[src/rtl/demux_pkg.sv]
// Shared definitions for the registered 1-to-4 word demultiplexer.
package demux_pkg;

  localparam int WIDTH_DEF = 16;
  localparam int NCH_DEF   = 4;

  typedef logic [1:0]           ch_sel_t;
  typedef logic [WIDTH_DEF-1:0] word_t;

endpackage

[src/rtl/demux_slot.sv]
// One-entry holding slot: a valid bit (EMPTY/FULL) plus a data register.
module demux_slot
  import demux_pkg::*;
#(
  parameter int WIDTH = WIDTH_DEF
) (
  input  logic             clock,
  input  logic             reset,
  input  logic             i_load,
  input  logic [WIDTH-1:0] i_data,
  input  logic             i_drain,
  output logic             o_valid,
  output logic [WIDTH-1:0] o_data
);

  logic             r_valid;
  logic [WIDTH-1:0] r_data;

  // A load wins over a drain on the same edge, so a full slot refills without a bubble.
  always_ff @(posedge clock) begin
    if (reset) begin
      r_valid <= 1'b0;
      r_data  <= '0;
    end else if (i_load) begin
      r_valid <= 1'b1;
      r_data  <= i_data;
    end else if (i_drain) begin
      r_valid <= 1'b0;
    end
  end

  assign o_valid = r_valid;
  assign o_data  = r_data;

endmodule

[src/rtl/demux4_buf16.sv]
// Registered 1-to-4 demultiplexer with a one-entry valid/ready slot per channel.
// Define DEMUX4_BCAST_EN to add the in_bcast port (load all four slots at once).
module demux4_buf16
  import demux_pkg::*;
#(
  parameter int WIDTH = WIDTH_DEF,
  parameter int NCH   = NCH_DEF
) (
  input  logic                 clock,
  input  logic                 reset,
  input  logic [WIDTH-1:0]     in_data,
  input  ch_sel_t              control,
  input  logic                 in_valid,
  output logic                 in_ready,
  output logic [NCH*WIDTH-1:0] out_data,
  output logic [NCH-1:0]       out_valid,
  input  logic [NCH-1:0]       out_ready
`ifdef DEMUX4_BCAST_EN
  ,
  input  logic                 in_bcast
`endif
);

  logic [NCH-1:0] w_slotFree;
  logic [NCH-1:0] w_target;
  logic [NCH-1:0] w_load;
  logic           w_accept;

  // A slot can take a word if it is empty or is being drained on this edge.
  assign w_slotFree = ~out_valid | out_ready;

  always_comb begin
    w_target          = '0;
    w_target[control] = 1'b1;
    in_ready          = w_slotFree[control];
`ifdef DEMUX4_BCAST_EN
    if (in_bcast) begin
      w_target = '1;
      in_ready = &w_slotFree;
    end
`endif
  end

  assign w_accept = in_valid & in_ready;
  assign w_load   = {NCH{w_accept}} & w_target;

  for (genvar k = 0; k < NCH; k++) begin : g_slot
    demux_slot #(
      .WIDTH(WIDTH)
    ) u_slot (
      .clock  (clock),
      .reset  (reset),
      .i_load (w_load[k]),
      .i_data (in_data),
      .i_drain(out_ready[k]),
      .o_valid(out_valid[k]),
      .o_data (out_data[k*WIDTH +: WIDTH])
    );
  end

endmodule

[config.mk]
export PLATFORM = sky130hd
export DESIGN_NAME = demux4_buf16
export DESIGN_NICKNAME = d
export VERILOG_FILES = /design/src/rtl/demux_pkg.sv /design/src/rtl/demux_slot.sv /design/src/rtl/demux4_buf16.sv
export SDC_FILE = /design/constraint.sdc
export NUM_CORES = 1
export LEC_CHECK = 0
export ABC_AREA = 1
export CORE_ASPECT_RATIO = 0.8
export CORE_MARGIN = 10
export CORE_UTILIZATION = 40
export CTS_CLUSTER_SIZE = 30
export DETAILED_ROUTE_END_ITERATION = 16
export PLACE_DENSITY = 0.81
export SYNTH_ARGS = -nofsm -noshare
export SYNTH_HDL_FRONTEND = slang
export SYNTH_SLANG_ARGS = --single-unit
[constraint.sdc]
create_clock -name clock -period 1.5 [get_ports clock]
set_clock_uncertainty 0.1 [all_clocks]
set_input_delay 0.3 -clock clock [delete_from_list [all_inputs] [get_ports clock]]
set_output_delay 0.3 -clock clock [all_outputs]
set_load 0.05 [all_outputs]
======== Word-level counts from Yosys, hierarchy flattened ========
Cells that the tools add are included.
word-level totals
  input port bits ......................... 25
  output and inout bits ................... 69
  word-level logic and storage cells ...... 31
  flip-flop bits (word level) ............. 68
cells by class
  reduce and logical (&&, ||, !) cells .... 5
  bitwise gates (word level) .............. 4
  multiplexer cells ....................... 12
  order comparisons ....................... 2
operators by type and width
  operator            count
  $mux 1              10
  $reduce_bool 2->1   4
  $and 4x4->4         1
  $not 4->4           1
  $or 4x4->4          1
  $lt 2x3->1 const B  1
  $bmux 1 s2          1
  $demux 1 s2         1
  $ge 2x1->1 const B  1
  $and 1x1->1         1
  $logic_and 1x1->1   1

======== Logic depth before layout (Yosys ltp) ========
Gate-level depths: netlist (run 1).
  depth in word-level cells ............... 7
  mapped depth ............................ 10
  mapped depth without buffers ............ 9

======== Hierarchy ========
Synthesis (run 1) repeated with hierarchy kept, for this count alone.
unflattened totals
  cell total of the unflattened synthesis .. 324
  area, all modules ....................... 2,487.4 sq um
modules (own cells, without submodules)
  module        area an instance (sq um)  cells each  instances  seq. area each (sq um)
  demux_slot    588.1                     73          4          340.3
  demux4_buf16  135.1                     32          1          0.0

======== Worst setup path before layout (run 1) ========
No wires, ideal clock.
  path type ............................... input to register
  start point ............................. input control[1]
  end point ............................... register g_slot[2].u_slot.r_data[10]
  buffers on the path ..................... 1
  setup slack ............................. -0.058 ns
  arrival time ............................ 1.348 ns
  library setup time ...................... 0.110 ns
  cell stages on the path ................. 9
  data required time ...................... 1.290 ns
  cells stage by stage .................... inv_1 -> nor2_4 -> nand2_1 -> nand2_2 -> nor2_8 -> buf_2 -> nand4_1 -> nand2_1 -> nor2_1
on the way
  elaborated cells between the ends (all ways) .. 9
  classes of those cells .................. order compare: 2; mux: 4; bitwise: 2; reduce/logical: 1
RTL lines
  element                       line                source
  from (decl)                   demux4_buf16.sv:12  input ch_sel_t control,
  $bmux 1 s2                    demux4_buf16.sv:35  in_ready = w_slotFree[control];
  $mux 1 (not written as such)  demux4_buf16.sv:35
  via in_ready                  demux4_buf16.sv:14  output logic in_ready,
  $and 1x1->1                   demux4_buf16.sv:44  assign w_accept = in_valid & in_ready;
  $and 4x4->4                   demux4_buf16.sv:45  assign w_load = {NCH{w_accept}} & w_target;
  to (signal assigned)          demux_slot.sv:26    r_data <= i_data;
  to (decl)                     demux_slot.sv:17    logic [WIDTH-1:0] r_data;
The timed path passes the listed nets, and every way through them passes these cells. The select of a mux whose other input is x is not followed.
A chain may end at the register's enable or synchronous reset.

======== Final worst setup path (run 1) ========
  start point ............................. register g_slot[3].u_slot.r_valid
  end point ............................... output in_ready
on the way
  cells in the longest elaborated chain, start to end .. 4
RTL lines
  element                       line                source
  from (decl)                   demux_slot.sv:16    logic r_valid;
  from (signal assigned)        demux_slot.sv:22    r_valid <= 1'b0;
  from (signal assigned)        demux_slot.sv:25    r_valid <= 1'b1;
  from (signal assigned)        demux_slot.sv:28    r_valid <= 1'b0;
  $not 4->4                     demux4_buf16.sv:30  assign w_slotFree = ~out_valid | out_ready;
  $or 4x4->4                    demux4_buf16.sv:30
  $bmux 1 s2                    demux4_buf16.sv:35
  $mux 1 (not written as such)  demux4_buf16.sv:35
  to (decl)                     demux4_buf16.sv:14
No other way between the ends. The select of a mux whose other input is x is not followed.

==> results of run 1 <==
kinds of logic (layout without fill, tap and decap cells):
logic type / after synthesis / in the layout / share of synthesized area
AO/OA/AOI/OAI: 4 / 4 / 0.00630
buffers and inverters: 152 / 271 / 0.192
flip-flops: 68 / 68 / 0.428
AND/OR/NAND/NOR: 278 / 282 / 0.374
final timing paths:
kind / from / to / depth (start not counted)
setup / recovery: g_slot[3].u_slot.o_valid / in_ready / 6
hold / removal: out_ready[2] / g_slot[2].u_slot.o_valid / 4
setup reg to reg: g_slot[0].u_slot.o_valid / g_slot[1].u_slot.o_data[5] / 12
hold reg to reg: g_slot[2].u_slot.o_data[8] / g_slot[2].u_slot.o_data[8] / 4
metrics by stage:
stage | setup slack, ns | TNS, ns | cells | utilization
global route | -0.234 | -9.94 | 730 | 0.768
finish | -0.178 | -4.86 | 730 | 0.768
CTS | -0.140 | -5.56 | 721 | 0.731
detailed placement | -0.662 | -35.98 | 690 | 0.662
floorplan | 0.0547 | 0 | 502 | -
global placement | -0.554 | -30.18 | 690 | 0.662
cell type report:
cell class                 instances  share of cell area
timing repair buffer             131               0.371
tap                              105              0.0226
inverter                         125              0.0807
clock buffer                      13              0.0273
clock inverter                     2             0.00172
multi-input combinational        286               0.261
sequential                        68               0.235
synth_stat cells:
library cell / instances
nand4_1: 34
clkbuf_1: 8
nor2_1: 102
nand3b_1: 1
buf_1: 6
buf_6: 2
nand2_1: 135
dfxtp_1: 68
nand2_2: 2
nand3_4: 2
nor2_8: 1
a21oi_1: 4
buf_2: 7
nor2_4: 1
buf_4: 4
inv_1: 123
inv_2: 2
flip-flops by register name (all words and copies together) (netlist names):
signal and count:
g_slot.u_slot.o_valid 4, g_slot.u_slot.o_data 64
metal layers:
layer | up-vias | wire length, µm | GRT usage
met5 | - | 0 | 0
met3 | 28 | 977 | 0.0723
met2 | 137 | 5780 | 0.306
met1 | 1615 | 4530 | 0.202
met4 | 0 | 320 | 0.0806
li1 | 1696 | - | -
layout by cell type (no fill, tap or decap):
| cell | synthesis | layout |
|---|---|---|
| a21oi_1 | 4 | 2 |
| a21oi_2 | 0 | 2 |
| buf_12 | 0 | 80 |
| buf_16 | 0 | 3 |
| buf_4 | 4 | 14 |
| buf_6 | 2 | 6 |
| buf_8 | 0 | 3 |
| clkbuf_1 | 8 | 2 |
| clkbuf_16 | 0 | 1 |
| clkbuf_2 | 0 | 1 |
| clkbuf_8 | 0 | 11 |
| clkdlybuf4s50_1 | 0 | 18 |
| clkinv_2 | 0 | 2 |
| dfxtp_1 | 68 | 64 |
| dfxtp_2 | 0 | 4 |
| dlygate4sd2_1 | 0 | 5 |
| inv_1 | 123 | 107 |
| inv_2 | 2 | 18 |
| nand2_1 | 135 | 109 |
| nand2_2 | 2 | 23 |
| nand2_4 | 0 | 5 |
| nand3_4 | 2 | 6 |
| nand3b_1 | 1 | 1 |
| nand4_1 | 34 | 34 |
| nor2_1 | 102 | 75 |
| nor2_2 | 0 | 12 |
| nor2_4 | 1 | 16 |
| nor2_8 | 1 | 1 |
report_power, final:
part	internal [µW]	switching [µW]
Clock	677	691
Sequential	1910	105
Combinational	647	794
Total	3230	1590
worst max-delay path: stages, from the launching register on:
cell and delay [ns]:
dfxtp_2 0.34, inv_2 0.05, nor2_4 0.14, nand2_1 0.08
nand2_2 0.11, nor2_8 0.05, buf_12 0.14
what timing repair did:
item                                   CTS  global route
pin swaps                                9            40
setup endpoints to repair               67            69
gates cloned                             6             3
hold buffers                             0             0
gates resized for setup                 48            79
endpoints found under the hold margin    0             0
buffers inserted                        10            10
==> metrics.csv, run 1 <==
stage;metric;value;unit
setup_path;CP required;1.10;ns
placed_design;I/O Buffers;93;
detailed_routing;vias per std cell;4.76;
global_route;global-route wire length before repair;17400;µm
cts;CTS tree;yes;
setup_path;CP Class;flop to output port;
sta;measured slew at the worst slew-check pin;0.255;ns
synth;Post-Synthesis Cells;502;
pwr;PwrDens;829;nW/µm²
synth;sequential-to-total area share from yosys stat;0.428;
synth;area leader, netlist;dfxtp_1;
cells_and_area;Nets;646;
cells_and_area;share of layout cells above drive strength 1;0.333;
synth;synthesized flop and latch total;68;
run_status;status;complete, but fails checks;
cells_and_area;Reg area;1370;µm²
detailed_routing;Routed WL;11600;µm
floorplanning;I/O pins;94;
detailed_routing;DRT iter0 DRCs;199;
global_route;overall routing resource usage;0.183;
sta;relative slew slack;0.830;
detailed_routing;remaining routing DRC violations;0;
floorplanning;Starting Density;0.420;
global_route;largest net degree at the start of global routing;34;
global_route;Overflow after GRT;0;
setup_path;r2r setup slk;-0.13;ns
cts;Num CTS Buffers;9;
cells_and_area;area delta synth->final;82.8;%
synth;post-synth top area share;0.428;
setup_path;crit start category;flop;
cells_and_area;Design Area, Final;5810;µm²
floorplanning;Die Width;120;µm
cts;H-tree depth;3;
sta;final-report max-slew violation count;0;
synth;synth top area cells;dfxtp_1, nand2_1, inv_1;
sta;Final WS setup;-0.178;ns
pwr;Peak supply drop;700;µV
pwr;Power Total;4820;µW
synth;Post-Synthesis Mean Instance Area;6.33;µm²
detailed_routing;WL per Instance;15.9;µm
setup_path;crit path max fanout;2;
run_status;violated checks;setup timing;
sta;fin crit share;1.12;
placed_design;DP Area;5010;µm²
sta;worst hold slack;0.278;ns
setup_path;CP Capture Type;output port;
cts;clock sink count;68;
synth;Yosys warnings;0;
hold_path;Hold WC Path Type;input pin to flop;
sta;fmax;0.596;GHz
cells_and_area;FILL cells;519;
floorplanning;Row Count;28;
pwr;Leak;0.00278;µW
cts;later-pin clock latency in the skew report;0.36;ns
cts;Clock Root Buffer;clkbuf_8;
synth;Distinct cells, synth;17;
global_route;vias in the first global route;3474;
flow_run;max_cap viols;0;
floorplanning;core footprint;7570;µm²
floorplanning;DIE AREA;11900;µm²
cts;clock-pin slew on the worst setup and hold paths;0.07;ns
synth;Post-Syn Area;3180;µm²
detailed_routing;1st-pass router iterations;5;
detailed_routing;vias after detailed routing;3476;
global_route;initial antenna violation count;0;
placed_design;GPL Wtd Cong;0.827;
sta;Hold Fails Final Rpt;0;
detailed_routing;post-route ant nets;0;
sta;RSZ-0062 raised after global routing;true;
placed_design;Detail Placement HPWL;7210;µm
synth;synthesized net count;527;
setup_path;crit path DAT;1.28;ns
cells_and_area;area of the multi-input gates;1520;µm²
floorplanning;DIE HEIGHT;99.7;µm
cells_and_area;Ant. Diodes;0;
cts;Max clock buf depth;2;
sta;final setup violating endpoints;62;
sta;fin crit period;1.68;ns
No activity file was read; power rests on OpenSTA's default activity.
==> run 2: changes to the inputs <==
--- a/config.mk
+++ b/config.mk
@@ -11,6 +11,7 @@
 export CORE_UTILIZATION = 40
 export CTS_CLUSTER_SIZE = 30
 export DETAILED_ROUTE_END_ITERATION = 16
+export MAX_ROUTING_LAYER = met4
 export PLACE_DENSITY = 0.81
 export SYNTH_ARGS = -nofsm -noshare
 export SYNTH_HDL_FRONTEND = slang
==> run 2 against run 1 <==
Net effect:
- count of clock-buffer cells in the layout unchanged
- combinational power about the same
- setup slack got worse by 0.0022 ns
- non-clock buffer count unchanged
- sequential cell count unchanged
- sequential share of layout area unchanged
- the flow still finishes with violations (setup timing)
- fmax decreased by 0.13%
==> metrics.csv, run 2 (synthesis gave the netlist of run 1 again) <==
stage;metric;value;unit
sta;Hold Fails Final Rpt;0;
floorplanning;DIE AREA;11900;µm²
sta;final setup violating endpoints;63;
placed_design;post-placement cell count;690;
cts;Max clock buf depth;2;
placed_design;GPL Wtd Cong;0.840;
run_status;violated checks;setup timing;
cts;Clock Root Buffer;clkbuf_8;
cells_and_area;fin cells;730;
sta;Final WS setup;-0.180;ns
detailed_routing;remaining routing DRC violations;0;
sta;fmax;0.595;GHz
cells_and_area;max reg flops;64;
setup_path;CP Class;flop to output port;
pwr;PwrDens;829;nW/µm²
setup_path;worst reg2reg path endpoint;g_slot[1].u_slot.o_data[7];
flow_run;max_cap viols;0;
sta;fin crit share;1.12;
hold_path;hold path start;out_ready[2];
floorplanning;Die Width;120;µm
cells_and_area;Final Util;0.768;
global_route;initial antenna violation count;0;
setup_path;r2r setup slk;-0.14;ns
cts;clock-pin slew on the worst setup and hold paths;0.07;ns
cts;CTS tree;yes;
cells_and_area;share of layout cells above drive strength 1;0.333;
sta;relative slew slack;0.828;
cts;later-pin clock latency in the skew report;0.36;ns
cts;Num CTS Buffers;9;
floorplanning;I/O pins;94;
pwr;Power Total;4820;µW
global_route;largest net degree at the start of global routing;34;
floorplanning;Starting Density;0.420;
hold_path;Hold Path Stages;4;
placed_design;Detail Placement HPWL;7210;µm
sta;final-report max-slew violation count;0;
setup_path;CP required;1.10;ns
cells_and_area;most common cell after layout, fill and taps aside;nand2_1;
detailed_routing;1st-pass router iterations;5;
cells_and_area;FILL cells;519;
detailed_routing;Routed WL;11600;µm
setup_path;FF-to-FF Start;g_slot[0].u_slot.o_valid;
pwr;Leak;0.00278;µW
hold_path;Hold WC Path Type;input pin to flop;
hold_path;Hold Path Sink;g_slot[2].u_slot.o_valid;
floorplanning;DIE HEIGHT;99.7;µm
pwr;Peak supply drop;700;µV
sta;RSZ-0062 raised after global routing;true;
setup_path;crit path max fanout;2;
setup_path;CP Capture Type;output port;
detailed_routing;post-route ant nets;0;
sta;setup TNS;-5.11;ns
cells_and_area;Nets;646;
detailed_routing;WL per Instance;15.9;µm
detailed_routing;vias after detailed routing;3483;
floorplanning;core footprint;7570;µm²
global_route;overall routing resource usage;0.188;
setup_path;crit start category;flop;
run_status;status;complete, but fails checks;
sta;fin crit period;1.68;ns
cells_and_area;Ant. Diodes;0;
sta;measured slew at the worst slew-check pin;0.258;ns
cts;H-tree depth;3;
global_route;global-route wire length before repair;17400;µm
global_route;vias in the first global route;3480;
cells_and_area;area delta synth->final;82.8;%
placed_design;I/O Buffers;93;
setup_path;crit path DAT;1.28;ns
cts;clock sink count;68;
detailed_routing;vias per std cell;4.77;
floorplanning;Row Count;28;
setup_path;Worst Reg-to-Reg Cells;12;
detailed_routing;DRT iter0 DRCs;223;
global_route;Overflow after GRT;0;
cells_and_area;most frequent cells in the layout;nand2_1, inv_1, buf_12;
placed_design;worst slack at placement;-0.662;ns
## run 2: how the worst max path moves through the flow
stage	startpoint	to	slack, ns
2_1_floorplan	in_valid	g_slot[0].u_slot.o_data[10]	0.05
3_5_place_dp	control[0]	g_slot[2].u_slot.o_data[9]	-0.66
4_1_cts	g_slot[0].u_slot.o_valid	in_ready	-0.14
5_1_grt	g_slot[0].u_slot.o_valid	g_slot[1].u_slot.o_data[11]	-0.23
3_3_place_gp	control[0]	g_slot[2].u_slot.o_data[9]	-0.55
6_report	g_slot[3].u_slot.o_valid	in_ready	-0.18
## run 2: timing repair
action	CTS	global route
gates cloned	6	3
setup buffers	10	10
pin swaps	9	40
setup endpoints to repair	67	69
gates resized for setup	48	79
hold buffers	0	0
## run 2: area by class of cell
cell class / instances / area (µm²) / area share
multi-input cells: 286 / 1520 / 0.261
well taps: 105 / 131 / 0.0226
repair buffers: 131 / 2160 / 0.371
clock buffers: 13 / 159 / 0.0273
inverters: 125 / 469 / 0.0807
clock inverters: 2 / 10.0 / 0.00172
flip-flops and latches: 68 / 1370 / 0.235
## run 2: per-layer routing
metal	vias up	global-route usage	routed length, µm
met1	1607	0.206	4520
li1	1691	-	-
met4	0	0.0806	311
met2	157	0.305	5770
met3	28	0.0667	977
met5	-	-	0
## run 2: worst max-delay path, cell delays in order (launching register included)
cell and delay, ns:
dfxtp_2 0.34, inv_2 0.05, nor2_4 0.14, nand2_1 0.08, nand2_2 0.11, nor2_8 0.05
buf_12 0.14
## run 2: power breakdown
part	internal [µW]	switching, µW
clock network	677	687
registers	1910	105
logic	647	794
total	3230	1590
## run 2: per-stage QoR
stage	hold slack (ns)	instance area [µm²]
floorplan	0.269	3180
global placement	0.419	5010
detailed placement	0.436	5010
CTS	0.243	5530
global route	0.319	5810
finish	0.278	5810
==> run 3: changes to the inputs <==
--- a/config.mk
+++ b/config.mk
@@ -8,11 +8,12 @@
 export ABC_AREA = 1
 export CORE_ASPECT_RATIO = 0.8
 export CORE_MARGIN = 10
-export CORE_UTILIZATION = 40
+export CORE_UTILIZATION = 47
 export CTS_CLUSTER_SIZE = 30
 export DETAILED_ROUTE_END_ITERATION = 16
 export MAX_ROUTING_LAYER = met4
-export PLACE_DENSITY = 0.81
+export PLACE_DENSITY = 0.92
+export SLEW_MARGIN = 20
 export SYNTH_ARGS = -nofsm -noshare
 export SYNTH_HDL_FRONTEND = slang
 export SYNTH_SLANG_ARGS = --single-unit
==> run 3 against run 2 <==
Net effect:
- the flow still finishes with violations (setup timing)
- wire length rose by 69%
- via count is 30% higher
- utilization grew 17 points
- register-to-register slack worse by 0.20 ns
- first-iteration DRC count rose to 3.3 times the previous value
- setup slack worse by 0.16 ns
- largest cell class unchanged
==> metrics.csv, run 3 (synthesis gave the netlist of run 1 again) <==
stage;metric;value;unit
run_status;status;complete, but fails checks;
run_status;violated checks;setup timing;
floorplanning;core footprint;6470;µm²
cts;# hold bufs at CTS;0;
setup_path;CP Depth;10;
cts;later-pin clock latency in the skew report;0.37;ns
sta;Final WS setup;-0.338;ns
detailed_routing;post-route ant nets;0;
setup_path;CP required;1.65;ns
setup_path;CP Capture Type;flop;
cts;Clock Root Buffer;clkbuf_8;
global_route;Overflow after GRT;0;
setup_path;Crit path max-delay family;simple AND/OR/NAND/NOR gates;
pwr;PwrDens;868;nW/µm²
sta;fmax;0.544;GHz
cts;Num CTS Buffers;9;
pwr;Reg power frac;0.385;
global_route;largest net degree at the start of global routing;45;
cells_and_area;Ant. Diodes;0;
global_route;global-route wire length before repair;25100;µm
placed_design;I/O Buffers;93;
cts;CTS tree;yes;
setup_path;crit path DAT;1.99;ns
setup_path;crit path max fanout;11;
cells_and_area;area of the multi-input gates;1720;µm²
detailed_routing;vias per std cell;6.31;
floorplanning;Starting Density;0.491;
cells_and_area;share of layout cells above drive strength 1;0.404;
detailed_routing;vias after detailed routing;4522;
setup_path;Worst Reg-to-Reg Cells;10;
global_route;initial antenna violation count;0;
sta;Hold Fails Final Rpt;0;
setup_path;CP Cell Sequence;inv_2, nor2_4, nand2_2, nand2_4, nor2_8, buf_12, nand3_4, nand2_1, inv_1, nor2_1;
pwr;power share of the combinational group;0.320;
sta;relative slew slack;0.788;
placed_design;post-placement cell count;668;
pwr;clock power share;0.295;
detailed_routing;1st-pass router iterations;6;
sta;fin crit period;1.84;ns
sta;setup TNS;-10.0;ns
sta;fin crit share;1.23;
cts;clock sink count;68;
sta;final-report max-slew violation count;0;
detailed_routing;WL per Instance;27.4;µm
cells_and_area;Reg area;1370;µm²
floorplanning;Die Width;112;µm
setup_path;CP max stage cell;dfxtp_2;
cells_and_area;Nets;653;
hold_path;Hold Path Stages;4;
pwr;Power Internal;3360;µW
sta;measured slew at the worst slew-check pin;0.317;ns
floorplanning;I/O pins;94;
hold_path;Hold WC Path Type;input pin to flop;
setup_path;crit start category;flop;
cells_and_area;FILL cells;187;
cts;clock-pin slew on the worst setup and hold paths;0.09;ns
detailed_routing;remaining routing DRC violations;0;
setup_path;WP buf/inv;3;
cells_and_area;fin cells;717;
detailed_routing;DRT iter0 DRCs;738;
cells_and_area;area delta synth->final;91.4;%
cells_and_area;most frequent cells in the layout;inv_1, nand2_1, buf_12;
cts;Max clock buf depth;2;
floorplanning;DIE HEIGHT;93.6;µm
sta;final setup violating endpoints;67;
global_route;vias in the first global route;4391;
pwr;Leak;0.00284;µW
placed_design;Detail Placement HPWL;7890;µm
pwr;Peak supply drop;913;µV
global_route;overall routing resource usage;0.316;
pwr;sw power;1920;µW
setup_path;Critical Path Max Stage Delay;0.34;ns
cells_and_area;most common cell after layout, fill and taps aside;inv_1;
detailed_routing;Routed WL;19600;µm
setup_path;CP Class;flop to flop;
flow_run;max_cap viols;0;
pwr;Sw Share;0.364;
sta;RSZ-0062 raised after global routing;true;
cts;H-tree depth;3;
placed_design;GPL Wtd Cong;0.899;
floorplanning;DIE AREA;10500;µm²
floorplanning;Row Count;26;
cells_and_area;max reg flops;64;
[run 3: power groups by stage]
| stage | registers [µW] | logic (µW) | clock network, µW |
|---|---|---|---|
| final | 2030 | 1690 | 1560 |
| after global routing | 2030 | 1720 | 1570 |
| after CTS | 2010 | 1410 | 1460 |
| after detailed placement | 2050 | 1270 | 0 |
| after global placement | 2050 | 1230 | 0 |
| after floorplan | 2320 | 340 | 0 |
[run 3: final timing paths]
path,slack [ns],endpoint,from
worst max-delay path,-0.34,g_slot[2].u_slot.o_data[1],g_slot[1].u_slot.o_valid
worst min-delay path,0.30,g_slot[1].u_slot.o_valid,out_ready[1]
worst min register to register,0.51,g_slot[1].u_slot.o_valid,g_slot[1].u_slot.o_valid
worst max register to register,-0.34,g_slot[2].u_slot.o_data[1],g_slot[1].u_slot.o_valid
[run 3: area by class of cell]
| class | count | share of cell area |
|---|---|---|
| clock buffers | 11 | 0.0216 |
| clock inverters | 5 | 0.00863 |
| inverters | 125 | 0.0771 |
| multi-input cells | 286 | 0.282 |
| flip-flops and latches | 68 | 0.225 |
| well taps | 84 | 0.0173 |
| repair buffers | 138 | 0.369 |
[run 3: repair_timing]
action	in CTS	in global routing
gates cloned	8	4
gates resized for setup	70	113
endpoints found under the setup margin	69	69
buffers inserted	16	7
pin swaps	14	20
[run 3: per-stage QoR]
stage,utilization,total power (µW),hold slack [ns],setup slack (ns),area [µm²]
after floorplan,-,2660,0.269,0.0547,3180
after global placement,0.768,3280,0.422,-0.525,4970
after detailed placement,0.768,3330,0.439,-0.665,4970
after CTS,0.874,4880,0.236,-0.148,5660
after global routing,0.940,5330,0.311,-0.382,6090
final,0.940,5280,0.303,-0.338,6090
[run 3: worst min-delay path, stage by stage]
cell	delay (ns)
dlygate4sd2_1	0.26
nor2_4	0.05
inv_1	0.07
a21oi_2	0.06
[run 3: routing by layer]
layer,GRT usage,share of wire,up-vias
met5,-,0,-
met4,0.200,0.087,0
met3,0.124,0.14,202
met2,0.506,0.45,556
met1,0.322,0.33,2055
li1,-,-,1709
